### config.mk
export PLATFORM = sky130hd
export DESIGN_NAME = imem_port_arbiter
export DESIGN_NICKNAME = d
export VERILOG_FILES = /design/src/rtl/imem_pkg.sv /design/src/rtl/imem_addr_check.sv /design/src/rtl/imem_port_arbiter.sv
export SDC_FILE = /design/constraint.sdc
export NUM_CORES = 1
export LEC_CHECK = 0
export CORE_AREA = 10 10 73 75
export DETAILED_ROUTE_END_ITERATION = 10
export DIE_AREA = 0 0 83 85
export DONT_BUFFER_PORTS = 1
export PLACE_DENSITY = 0.4
export SYNTH_ARGS = -nofsm -noshare
export SYNTH_HDL_FRONTEND = slang
export SYNTH_HIERARCHICAL = 1
export SYNTH_SLANG_ARGS = --single-unit
### constraint.sdc
create_clock -name clk -period 1.2 [get_ports clk]
set_clock_uncertainty 0.05 [all_clocks]
set_input_delay 0 -clock clk [delete_from_list [all_inputs] [get_ports clk]]
set_output_delay 0 -clock clk [all_outputs]
set_load 0.02 [all_outputs]
### src/rtl/imem_pkg.sv
// Shared definitions for the instruction-memory port arbiter.
package imem_pkg;

  typedef enum logic {
    ST_BOOT,
    ST_RUN
  } state_t;

  localparam int IMEM_SIZE  = 64;
  localparam int WORD_SHIFT = 2;

endpackage

### src/rtl/imem_addr_check.sv
// Splits a byte address into a word index and flags accesses that are
// misaligned or fall beyond the end of the instruction memory.
module imem_addr_check
  import imem_pkg::*;
#(
  parameter int SIZE  = IMEM_SIZE,
  parameter int IDX_W = $clog2(SIZE)
) (
  input  logic [31:0]      addr,
  output logic [IDX_W-1:0] idx,
  output logic             misaligned,
  output logic             out_of_range
);

  logic [31:0] word;

  assign word         = addr >> WORD_SHIFT;
  assign idx          = addr[IDX_W+WORD_SHIFT-1:WORD_SHIFT];
  assign misaligned   = (addr[WORD_SHIFT-1:0] != '0);
  assign out_of_range = (word >= 32'(SIZE));

endmodule

### src/rtl/imem_port_arbiter.sv
// Shares the single instruction-memory port between the fetch stage and the
// program loader: loader-only BOOT phase, then fetch-priority RUN phase with a
// bounded wait so a pending load always gets through eventually.
module imem_port_arbiter
  import imem_pkg::*;
#(
  parameter int SIZE     = IMEM_SIZE,
  parameter int MAX_WAIT = 4,
  parameter int IDX_W    = $clog2(SIZE)
) (
  input  logic             clk,
  input  logic             rst_n,
  input  logic             fetch_req,
  input  logic [31:0]      fetch_addr,
  output logic             fetch_gnt,
  output logic             fetch_rvalid,
  output logic [31:0]      fetch_rdata,
  output logic             fetch_err,
  input  logic             load_req,
  input  logic [31:0]      load_addr,
  input  logic [31:0]      load_wdata,
  input  logic             load_last,
  output logic             load_gnt,
  output logic             load_err,
  output logic             boot_done,
  output logic             mem_en,
  output logic             mem_we,
  output logic [IDX_W-1:0] mem_addr,
  output logic [31:0]      mem_wdata,
  input  logic [31:0]      mem_rdata
);

  localparam int CNT_W = $clog2(MAX_WAIT + 1);

  state_t           state;
  logic [CNT_W-1:0] wait_cnt;
  logic             starved;

  logic [IDX_W-1:0] fetch_idx;
  logic             fetch_mis;
  logic             fetch_oor;
  logic             fetch_ok;
  logic [IDX_W-1:0] load_idx;
  logic             load_mis;
  logic             load_oor;
  logic             load_ok;

  imem_addr_check #(
    .SIZE (SIZE),
    .IDX_W(IDX_W)
  ) u_fetch_check (
    .addr        (fetch_addr),
    .idx         (fetch_idx),
    .misaligned  (fetch_mis),
    .out_of_range(fetch_oor)
  );

  imem_addr_check #(
    .SIZE (SIZE),
    .IDX_W(IDX_W)
  ) u_load_check (
    .addr        (load_addr),
    .idx         (load_idx),
    .misaligned  (load_mis),
    .out_of_range(load_oor)
  );

  assign fetch_ok = !fetch_mis && !fetch_oor;
  assign load_ok  = !load_mis && !load_oor;
  assign starved  = (wait_cnt >= CNT_W'(MAX_WAIT));

  // Pick at most one winner: loader only during boot, fetch first in RUN
  // unless the loader has already lost MAX_WAIT times in a row.
  always_comb begin
    fetch_gnt = 1'b0;
    load_gnt  = 1'b0;
    if (state == ST_BOOT) begin
      load_gnt = load_req;
    end else if (fetch_req && load_req) begin
      if (starved) begin
        load_gnt = 1'b1;
      end else begin
        fetch_gnt = 1'b1;
      end
    end else begin
      fetch_gnt = fetch_req;
      load_gnt  = load_req;
    end
  end

  // Drive the memory port from the winner; rejected accesses are consumed
  // without touching the memory.
  always_comb begin
    mem_we    = load_gnt && load_ok;
    mem_en    = mem_we || (fetch_gnt && fetch_ok);
    mem_addr  = load_gnt ? load_idx : fetch_idx;
    mem_wdata = load_wdata;
  end

  // Phase FSM: leave BOOT on the accepted final image word (even if that
  // word was rejected); RUN is held until reset.
  always_ff @(posedge clk or negedge rst_n) begin
    if (!rst_n) begin
      state     <= ST_BOOT;
      boot_done <= 1'b0;
    end else begin
      case (state)
        ST_BOOT: begin
          if (load_gnt && load_last) begin
            state     <= ST_RUN;
            boot_done <= 1'b1;
          end
        end
        ST_RUN: begin
          state     <= ST_RUN;
          boot_done <= 1'b1;
        end
        default: begin
          state     <= ST_BOOT;
          boot_done <= 1'b0;
        end
      endcase
    end
  end

  // Count consecutive losses of a pending load; saturates at MAX_WAIT.
  always_ff @(posedge clk or negedge rst_n) begin
    if (!rst_n) begin
      wait_cnt <= '0;
    end else if (load_gnt || !load_req) begin
      wait_cnt <= '0;
    end else if (fetch_gnt && !starved) begin
      wait_cnt <= wait_cnt + 1'b1;
    end
  end

  // Response flags for the access accepted on the previous edge.
  always_ff @(posedge clk or negedge rst_n) begin
    if (!rst_n) begin
      fetch_rvalid <= 1'b0;
      fetch_err    <= 1'b0;
      load_err     <= 1'b0;
    end else begin
      fetch_rvalid <= fetch_gnt;
      fetch_err    <= fetch_gnt && !fetch_ok;
      load_err     <= load_gnt && !load_ok;
    end
  end

  // Memory data lands in the same cycle as fetch_rvalid; a rejected or
  // absent fetch returns zero.
  assign fetch_rdata = (fetch_rvalid && !fetch_err) ? mem_rdata : 32'h0;

endmodule
==> flow_summary.json, run 1 <==
{
  "max_stage_delay_ns": 0.38,
  "drive_gt1_frac": 0.480,
  "netSwitchingPower_mw": 0.381,
  "power_frac_comb": 0.444,
  "cp_common_cell": "buf_4",
  "p_int_mw": 0.713,
  "rows": 23,
  "hpwl_um": 4070,
  "clkTransAtPathRegs_ns": 0.04,
  "post_synth.cell_area_avg_um2": 8.02,
  "drv_cap": 0,
  "hold_ws_ns": 0.0325,
  "slew_headroom": 0.751,
  "holdCritStartpoint": "load_req",
  "pwr-share-seq": 0.265,
  "hold_class": "in -> reg",
  "min_period_ns": 1.45,
  "cpLargestDelayFamily": "flip-flops",
  "vdd_ir_drop_max_v": 0.000260,
  "timing.fmax_mhz": 691,
  "startpoint_type": "flop",
  "grt_overflow": 0,
  "syn_nets": 274,
  "dieArea_um2": 7060,
  "die_h_um": 85,
  "final.period_utilization": 1.21,
  "routed_via_density": 5.15,
  "cp.buffers_inverters": 2,
  "start_util": 0.285,
  "yosysSeqAreaShare": 0.180,
  "clock_latency_ns": 0.23,
  "boundaryPins": 211,
  "postSynthCellCount": 139,
  "drt_iter0_drc": 35,
  "placed_cells": 152,
  "hold_viol_final": 0,
  "r2r-start": "state$_DFF_PN0_",
  "area_growth_pct": 35.2,
  "cts_tree": "built",
  "layout_setup_ws_ns": -0.247,
  "cp_slowest_cell": "dfrtp_1",
  "p_clk_frac": 0.291,
  "core_area_um2": 3910,
  "cp-end-kind": "primary output",
  "final_util": 0.385,
  "grt_pass1_wl_um": 8020,
  "ys_warn_count": 6,
  "postLayoutCellArea_um2": 1510,
  "power.density_nw_per_um2": 726,
  "drc": 0,
  "clockRootBuffer": "clkbuf_8",
  "cp_max_fo": 3,
  "crit_required_ns": 1.15,
  "ys_types": 21,
  "gp_congestion": 0.757,
  "grt_antenna_before_repair": 0,
  "cts_buffers": 3,
  "rsz0062_at_grt": "yes",
  "final_max_slew_viol_count": 0,
  "violations": "setup timing",
  "placed_area_um2": 918,
  "dr.pass1.iters": 4,
  "grt_use_total": 0.136,
  "vias": 1020,
  "worstSetupPathType": "reg -> out",
  "grt_max_degree": 10,
  "htreeDepth": 1,
  "yosys_register_bits": 8,
  "die_width_um": 83,
  "syn_area_um2": 1110,
  "wl_per_cell_um": 28.0,
  "io_buffer_count": 0,
  "numClockSinks": 8,
  "tns_ns": -2.35,
  "status": "finished, violations left",
  "cellLeakagePower_nw": 0.641,
  "diodes": 0,
  "setup_viol": 41,
  "worstMarginPinSlew_ns": 0.372,
  "clk_path_buf_depth": 2,
  "final_nets": 285,
  "wirelength_um": 5550,
  "final_cell_count_no_fill": 198,
  "worstSetupStartpoint": "state$_DFF_PN0_",
  "sw_frac_of_total": 0.348,
  "antenna_left": 0,
  "crit_chain": "nand2_4, buf_4, a21o_4, o32ai_2, buf_4",
  "crit_arrival_ns": 1.40,
  "grt_pass1_vias": 1300
}
[state kept, by name, indices dropped and copies added (netlist names)]
name / cells
fetch_rvalid: 1
load_err: 1
boot_done: 1
wait_cnt: 3
state: 1
fetch_err: 1
[power by group through the flow]
stage	Sequential, mW	Combinational [mW]	Clock, mW
6_report	0.290	0.486	0.319
5_1_grt	0.290	0.515	0.355
4_1_cts	0.289	0.480	0.332
3_5_place_dp	0.292	0.227	0
3_3_place_gp	0.292	0.226	0
2_1_floorplan	0.294	0.365	0
[cell families (layout without fill, tap and decap cells)]
group | Yosys count | in the layout | share of synthesized area
mux | 6 | 6 | 0.0606
simple gates | 68 | 68 | 0.379
fa+ha+maj | 2 | 2 | 0.0224
compound gates | 4 | 5 | 0.0382
buf+inv | 51 | 59 | 0.320
flops | 8 | 8 | 0.180
[through the flow]
stage	setup slack (ns)	power (mW)
6_report	-0.247	1.09
4_1_cts	-0.247	1.10
3_3_place_gp	-0.0314	0.517
2_1_floorplan	0.00383	0.659
5_1_grt	-0.315	1.16
3_5_place_dp	-0.0696	0.520
[cells in the final DEF (no fill, tap or decap), drive strengths merged]
cell type and count:
a21o 2, and2 32, and2b 1, and3 3
and4 2, buf 16, clkbuf 3, dfrtp 8
dlygate4sd3 36, ha 2, inv 4, mux2 6
nand2 3, nand4 2, nor2 4, nor2b 1
nor4 14, nor4b 2, o21ai 2, o32ai 1
or2 4
[final timing paths]
check                                     endpoint  slack (ns)  cells past startpoint
setup reg to reg             boot_done$_DFFE_PN0P_        0.04                      3
max in group asynchronous  wait_cnt[2]$_DFFE_PN0P_        0.74                      1
hold / removal                  load_err$_DFF_PN0_        0.03                      2
hold reg to reg              boot_done$_DFFE_PN0P_        0.42                      1
setup / recovery                            mem_en       -0.25                      5
min in group asynchronous          state$_DFF_PN0_        0.08                      1
[final cells by class]
cell class              count  area [um2]
clock buffers               3        41.3
inverters                   4        15.0
well taps                  50        62.6
repair buffers             52         503
flip-flops and latches      8         201
multi-input cells          81         684
fillers                   378        2410
[worst register-to-register path: stages, from the launching register on]
cell	delay, ns
dfrtp_1	0.40
buf_4	0.14
a21o_2	0.18
or2_2	0.26
[repair_timing]
action | CTS | global route
setup endpoints to repair | 41 | 43
pin swaps | 32 | 1
endpoints found under the hold margin | 47 | 0
cloned | 3 | 1
gates resized for setup | 76 | 6
hold buffers | 36 | 0
buffers inserted | 1 | 2
[layer usage]
layer  GRT usage  up-vias  wire, um
met2       0.267      121      3050
met5           0        -         0
met3      0.0908        2       815
met4     0.00929        0        19
li1            -      442         -
met1       0.116      455      1660
[Yosys cell counts]
cell      number  area, um2
nand2_2        1       6.26
and3_1         3       18.8
and2_1        32        200
mux2_2         6       67.6
and2b_2        1       8.76
ha_1           2       25.0
nor4b_1        2       17.5
inv_1          4       15.0
o32ai_1        1       8.76
nand4_1        2       12.5
nor4_1        14       87.6
nand2_1        2       7.51
clkbuf_1       3       11.3
nor2b_1        1       6.26
or2_2          4       25.0
buf_4         44        330
a21o_2         2       17.5
and4_1         2       17.5
dfrtp_1        8        200
o21ai_4        1       16.3
nor2_1         4       15.0
Power figures use the tool's default switching activity.
==> inputs of run 2 (changes only) <==
- PLACE_DENSITY: 0.4 -> 0.52
==> run 2 against run 1 <==
Against the previous run: the run ends with hold timing, setup timing left; die area is the same; clock power is 4% higher; sequential share of layout area shrank 0.28 points; worst setup slack better by 0.047 ns; register-to-register slack improved by 0.07 ns; sequential cell count unchanged; via count increased by 0.78%; total power is 3.2% higher; sequential power hardly changed; largest power group unchanged.
==> flow_summary.json, run 2 (synthesis results as in run 1) <==
{
  "placed_cells": 150,
  "grt_antenna_before_repair": 0,
  "cts_buffers": 3,
  "vdd_ir_drop_max_v": 0.000277,
  "nFillCells": 358,
  "final_nets": 283,
  "reg2reg_depth": 3,
  "timing.fmax_mhz": 714,
  "final_max_slew_viol_count": 0,
  "clock_latency_ns": 0.23,
  "boundaryPins": 211,
  "setup_viol": 40,
  "power.density_nw_per_um2": 733,
  "rows": 23,
  "start_util": 0.285,
  "startpoint_type": "flop",
  "vias": 1028,
  "area_growth_pct": 38.2,
  "crit_arrival_ns": 1.35,
  "grt_use_total": 0.148,
  "crit_required_ns": 1.15,
  "cp_max_fo": 5,
  "hpwl_um": 4030,
  "drc": 0,
  "grt_overflow": 0,
  "hold_class": "in -> reg",
  "rsz0062_at_grt": "yes",
  "htreeDepth": 1,
  "drv_cap": 0,
  "min_period_ns": 1.40,
  "antenna_left": 0,
  "wirelength_um": 5810,
  "clkTransAtPathRegs_ns": 0.04,
  "final_cell_mix": "dlygate4sd3_1 (35), and2_4 (32), nor4_1 (11), buf_6 (8)",
  "grt_pass1_wl_um": 8450,
  "worstSetupPathType": "reg -> out",
  "largest_reg_flops": 3,
  "final.period_utilization": 1.17,
  "violations": "hold timing, setup timing",
  "grt_max_degree": 9,
  "drive_gt1_frac": 0.500,
  "final_common_cell": "dlygate4sd3_1",
  "gp_congestion": 0.740,
  "core_area_um2": 3910,
  "slew_headroom": 0.740,
  "hold_ws_ns": -0.00364,
  "clk_path_buf_depth": 2,
  "die_width_um": 83,
  "grt_pass1_vias": 1316,
  "status": "finished, violations left",
  "cts_tree": "built",
  "routed_via_density": 5.24,
  "cellLeakagePower_nw": 0.656,
  "seqCellArea_um2": 201,
  "numClockSinks": 8,
  "dieArea_um2": 7060,
  "tns_ns": -3.30,
  "cp-end-kind": "primary output",
  "diodes": 0,
  "min_path_cells": 3,
  "layout_setup_ws_ns": -0.200,
  "regMostFlops": "wait_cnt",
  "drt_iter0_drc": 9,
  "dr.pass1.iters": 4,
  "final_cell_count_no_fill": 196,
  "worstMarginPinSlew_ns": 0.389,
  "hold_viol_final": 1,
  "clockRootBuffer": "clkbuf_8",
  "multi_input_area_um2": 727,
  "io_buffer_count": 0,
  "wl_per_cell_um": 29.6,
  "die_h_um": 85
}
==> run 2: changes by cell type in the layout (fill, tap and decap cells not counted), moves of 2 or more <==
cell	previous run	this run
buf_4	10	7
buf_6	6	8
nor4_2	0	2
mux2_4	3	6
nor4_1	14	11
mux2_2	3	0
==> run 2: layout make-up <==
type                    count  share of cell area
multi-input cells          81               0.472
repair buffers             50               0.320
flip-flops and latches      8               0.131
well taps                  50              0.0406
clock buffers               3              0.0268
inverters                   4             0.00975
==> run 2: power by group <==
part | switching (mW) | internal (mW)
combinational | 0.278 | 0.229
sequential | 0.00943 | 0.280
clock | 0.115 | 0.218
==> run 2: what timing repair did <==
action                     4_1_cts  5_1_grt
pin swaps                       20       18
buffers inserted                 2        2
hold endpoints to repair        47        0
gates resized for setup         80       14
gates cloned                     5        0
hold buffers                    35        0
setup endpoints to repair       40       41
==> run 2: path summary, 6_finish.rpt <==
| kind | start | end | slack [ns] |
|---|---|---|---|
| max | wait_cnt[2]$_DFFE_PN0P_ | mem_addr[0] | -0.20 |
| min | fetch_addr[0] | fetch_err$_DFF_PN0_ | -0.004 |
| max reg2reg | state$_DFF_PN0_ | load_err$_DFF_PN0_ | 0.11 |
| min reg2reg | state$_DFF_PN0_ | state$_DFF_PN0_ | 0.47 |
| max in group asynchronous | rst_n | wait_cnt[2]$_DFFE_PN0P_ | 0.72 |
| min in group asynchronous | rst_n | boot_done$_DFFE_PN0P_ | 0.08 |
==> run 2: worst max-delay path: stages (launching register included) <==
cell     delay [ns]
dfrtp_2        0.45
o21ai_4        0.29
mux2_4         0.38
==> run 2: per-stage QoR <==
step,hold WS (ns),util,area [um2],worst slack [ns],total power [mW]
after global routing,0.00629,0.394,1540,-0.247,1.18
final,-0.00364,0.394,1540,-0.200,1.13
after global placement,-0.345,0.231,903,-0.0354,0.517
after CTS,0.00352,0.377,1480,-0.229,1.11
after detailed placement,-0.345,0.231,903,-0.0518,0.519
after floorplan,-0.346,-,1120,0.00383,0.659
==> run 2: metal layers <==
layer / up-vias / global-route usage / wire [um]
met5: - / 0 / 0
met4: 0 / 0.0418 / 56
met3: 6 / 0.0813 / 870
met2: 119 / 0.288 / 3180
met1: 464 / 0.125 / 1700
li1: 439 / - / -
==> inputs of run 3 (changes only) <==
- RECOVER_POWER: unset -> 100
- SLEW_MARGIN: unset -> 15
==> run 3 against run 2 <==
Against the previous run: the flow still finishes with violations (hold timing, setup timing); critical path type unchanged; worst setup slack improved by 0.0013 ns; sequential cell count unchanged; via count is essentially flat; fmax about the same; combinational power about the same; final area down 0.24%.
==> flow_summary.json, run 3 (synthesis results as in run 1) <==
{
  "status": "finished, violations left",
  "violations": "hold timing, setup timing",
  "cp-end-kind": "primary output",
  "setup_viol": 40,
  "final_util": 0.393,
  "wl_per_cell_um": 29.6,
  "final_max_slew_viol_count": 0,
  "cellLeakagePower_nw": 0.652,
  "crit_chain": "o21ai_4, mux2_4",
  "max_stage_delay_ns": 0.45,
  "die_h_um": 85,
  "min_path_cells": 3,
  "start_util": 0.285,
  "largest_reg_flops": 3,
  "drt_iter0_drc": 7,
  "die_width_um": 83,
  "clkTransAtPathRegs_ns": 0.04,
  "rows": 23,
  "hold_viol_final": 1,
  "cpLargestDelayFamily": "flip-flops",
  "wirelength_um": 5800,
  "vdd_ir_drop_max_v": 0.000277,
  "reg2reg_depth": 3,
  "dr.pass1.iters": 6,
  "htreeDepth": 1,
  "io_buffer_count": 0,
  "antenna_left": 0,
  "cp.buffers_inverters": 0,
  "grt_max_degree": 9,
  "boundaryPins": 211,
  "clockRootBuffer": "clkbuf_8",
  "crit_required_ns": 1.15,
  "grt_use_total": 0.148,
  "grt_overflow": 0,
  "final_common_cell": "dlygate4sd3_1",
  "final_cell_mix": "dlygate4sd3_1 (35), and2_4 (32), nor4_1 (11), buf_6 (8), dfrtp_1 (7)",
  "drc": 0,
  "grt_pass1_wl_um": 8450,
  "diodes": 0,
  "min_period_ns": 1.40,
  "reg2reg_setup_slack_ns": 0.11,
  "rsz0062_at_grt": "yes",
  "r2r_end": "load_err$_DFF_PN0_",
  "final_cell_count_no_fill": 196,
  "routed_via_density": 5.24,
  "crit_arrival_ns": 1.35,
  "final.period_utilization": 1.17,
  "vias": 1027,
  "placed_cells": 150,
  "holdCritStartpoint": "fetch_addr[0]",
  "final_nets": 283,
  "worstMarginPinSlew_ns": 0.383,
  "drv_cap": 0,
  "slew_headroom": 0.744,
  "grt_antenna_before_repair": 0,
  "regMostFlops": "wait_cnt",
  "cts_buffers": 3,
  "hpwl_um": 4030,
  "timing.fmax_mhz": 715,
  "hold_ws_ns": -0.00371,
  "clk_path_buf_depth": 2,
  "area_growth_pct": 37.8,
  "grt_pass1_vias": 1316,
  "core_area_um2": 3910,
  "report.power.total_mw": 1.13,
  "gp_congestion": 0.740,
  "hold_end": "fetch_err$_DFF_PN0_",
  "cp_max_fo": 5,
  "layout_setup_ws_ns": -0.199,
  "cts_tree": "built",
  "tns_ns": -3.19,
  "drive_gt1_frac": 0.493,
  "cp_slowest_cell": "dfrtp_2",
  "worstSetupPathType": "reg -> out",
  "dieArea_um2": 7060,
  "startpoint_type": "flop",
  "numClockSinks": 8,
  "r2r-start": "state$_DFF_PN0_",
  "hold_class": "in -> reg",
  "clock_latency_ns": 0.23,
  "power.density_nw_per_um2": 732
}
run 3: cell types whose count changed in the layout (fill, tap and decap cells not counted), sizes merged:
| cell | previous run | this run |
|---|---|---|
| clkbuf | 3 | 6 |
| buf | 15 | 12 |
run 3: layer usage:
layer | share of wire | global-route usage | wire length (um)
met5 | 0 | 0 | 0
met4 | 0.0097 | 0.0418 | 56
met2 | 0.55 | 0.288 | 3170
met3 | 0.15 | 0.0813 | 870
met1 | 0.29 | 0.125 | 1710
run 3: layout make-up:
cell class / instances / area (um2)
repair buffers: 50 / 489
fillers: 359 / 2380
well taps: 50 / 62.6
clock buffers: 3 / 41.3
flip-flops and latches: 8 / 201
inverters: 4 / 15.0
multi-input cells: 81 / 727
run 3: report_power, final:
group,internal [mW],switching (mW)
sequential,0.280,0.00937
clock,0.218,0.113
combinational,0.227,0.278
total,0.725,0.401
run 3: per-stage QoR:
step / area [um2] / hold slack, ns / setup WS (ns)
floorplan: 1120 / -0.346 / 0.00383
global placement: 903 / -0.345 / -0.0354
detailed placement: 903 / -0.345 / -0.0518
CTS: 1480 / 0.00352 / -0.229
global route: 1540 / 0.00629 / -0.246
finish: 1540 / -0.00371 / -0.199
run 3: worst max path at each step:
stage / slack [ns] / from / cells after the start / to
after floorplan: 0.004 / fetch_rvalid$_DFF_PN0_ / 3 / fetch_rdata[0]
after global placement: -0.04 / load_addr[17] / 5 / load_err$_DFF_PN0_
after detailed placement: -0.05 / load_addr[16] / 5 / load_err$_DFF_PN0_
after CTS: -0.23 / state$_DFF_PN0_ / 3 / mem_addr[0]
after global routing: -0.25 / wait_cnt[2]$_DFFE_PN0P_ / 2 / mem_addr[0]
final: -0.20 / wait_cnt[2]$_DFFE_PN0P_ / 2 / mem_addr[0]
run 3: worst min-delay path, cell delays in order:
cell and delay, ns:
or2_2 0.11, nor2_1 0.05, nor2_1 0.08
run 3: what timing repair did:
| action | in CTS | in global routing |
|---|---|---|
| pin swaps | 20 | 18 |
| endpoints found under the setup margin | 40 | 41 |
| hold endpoints to repair | 47 | 0 |
| hold buffers | 35 | 0 |
| buffers inserted | 2 | 2 |
| cloned | 5 | 0 |
| resized for setup | 80 | 14 |
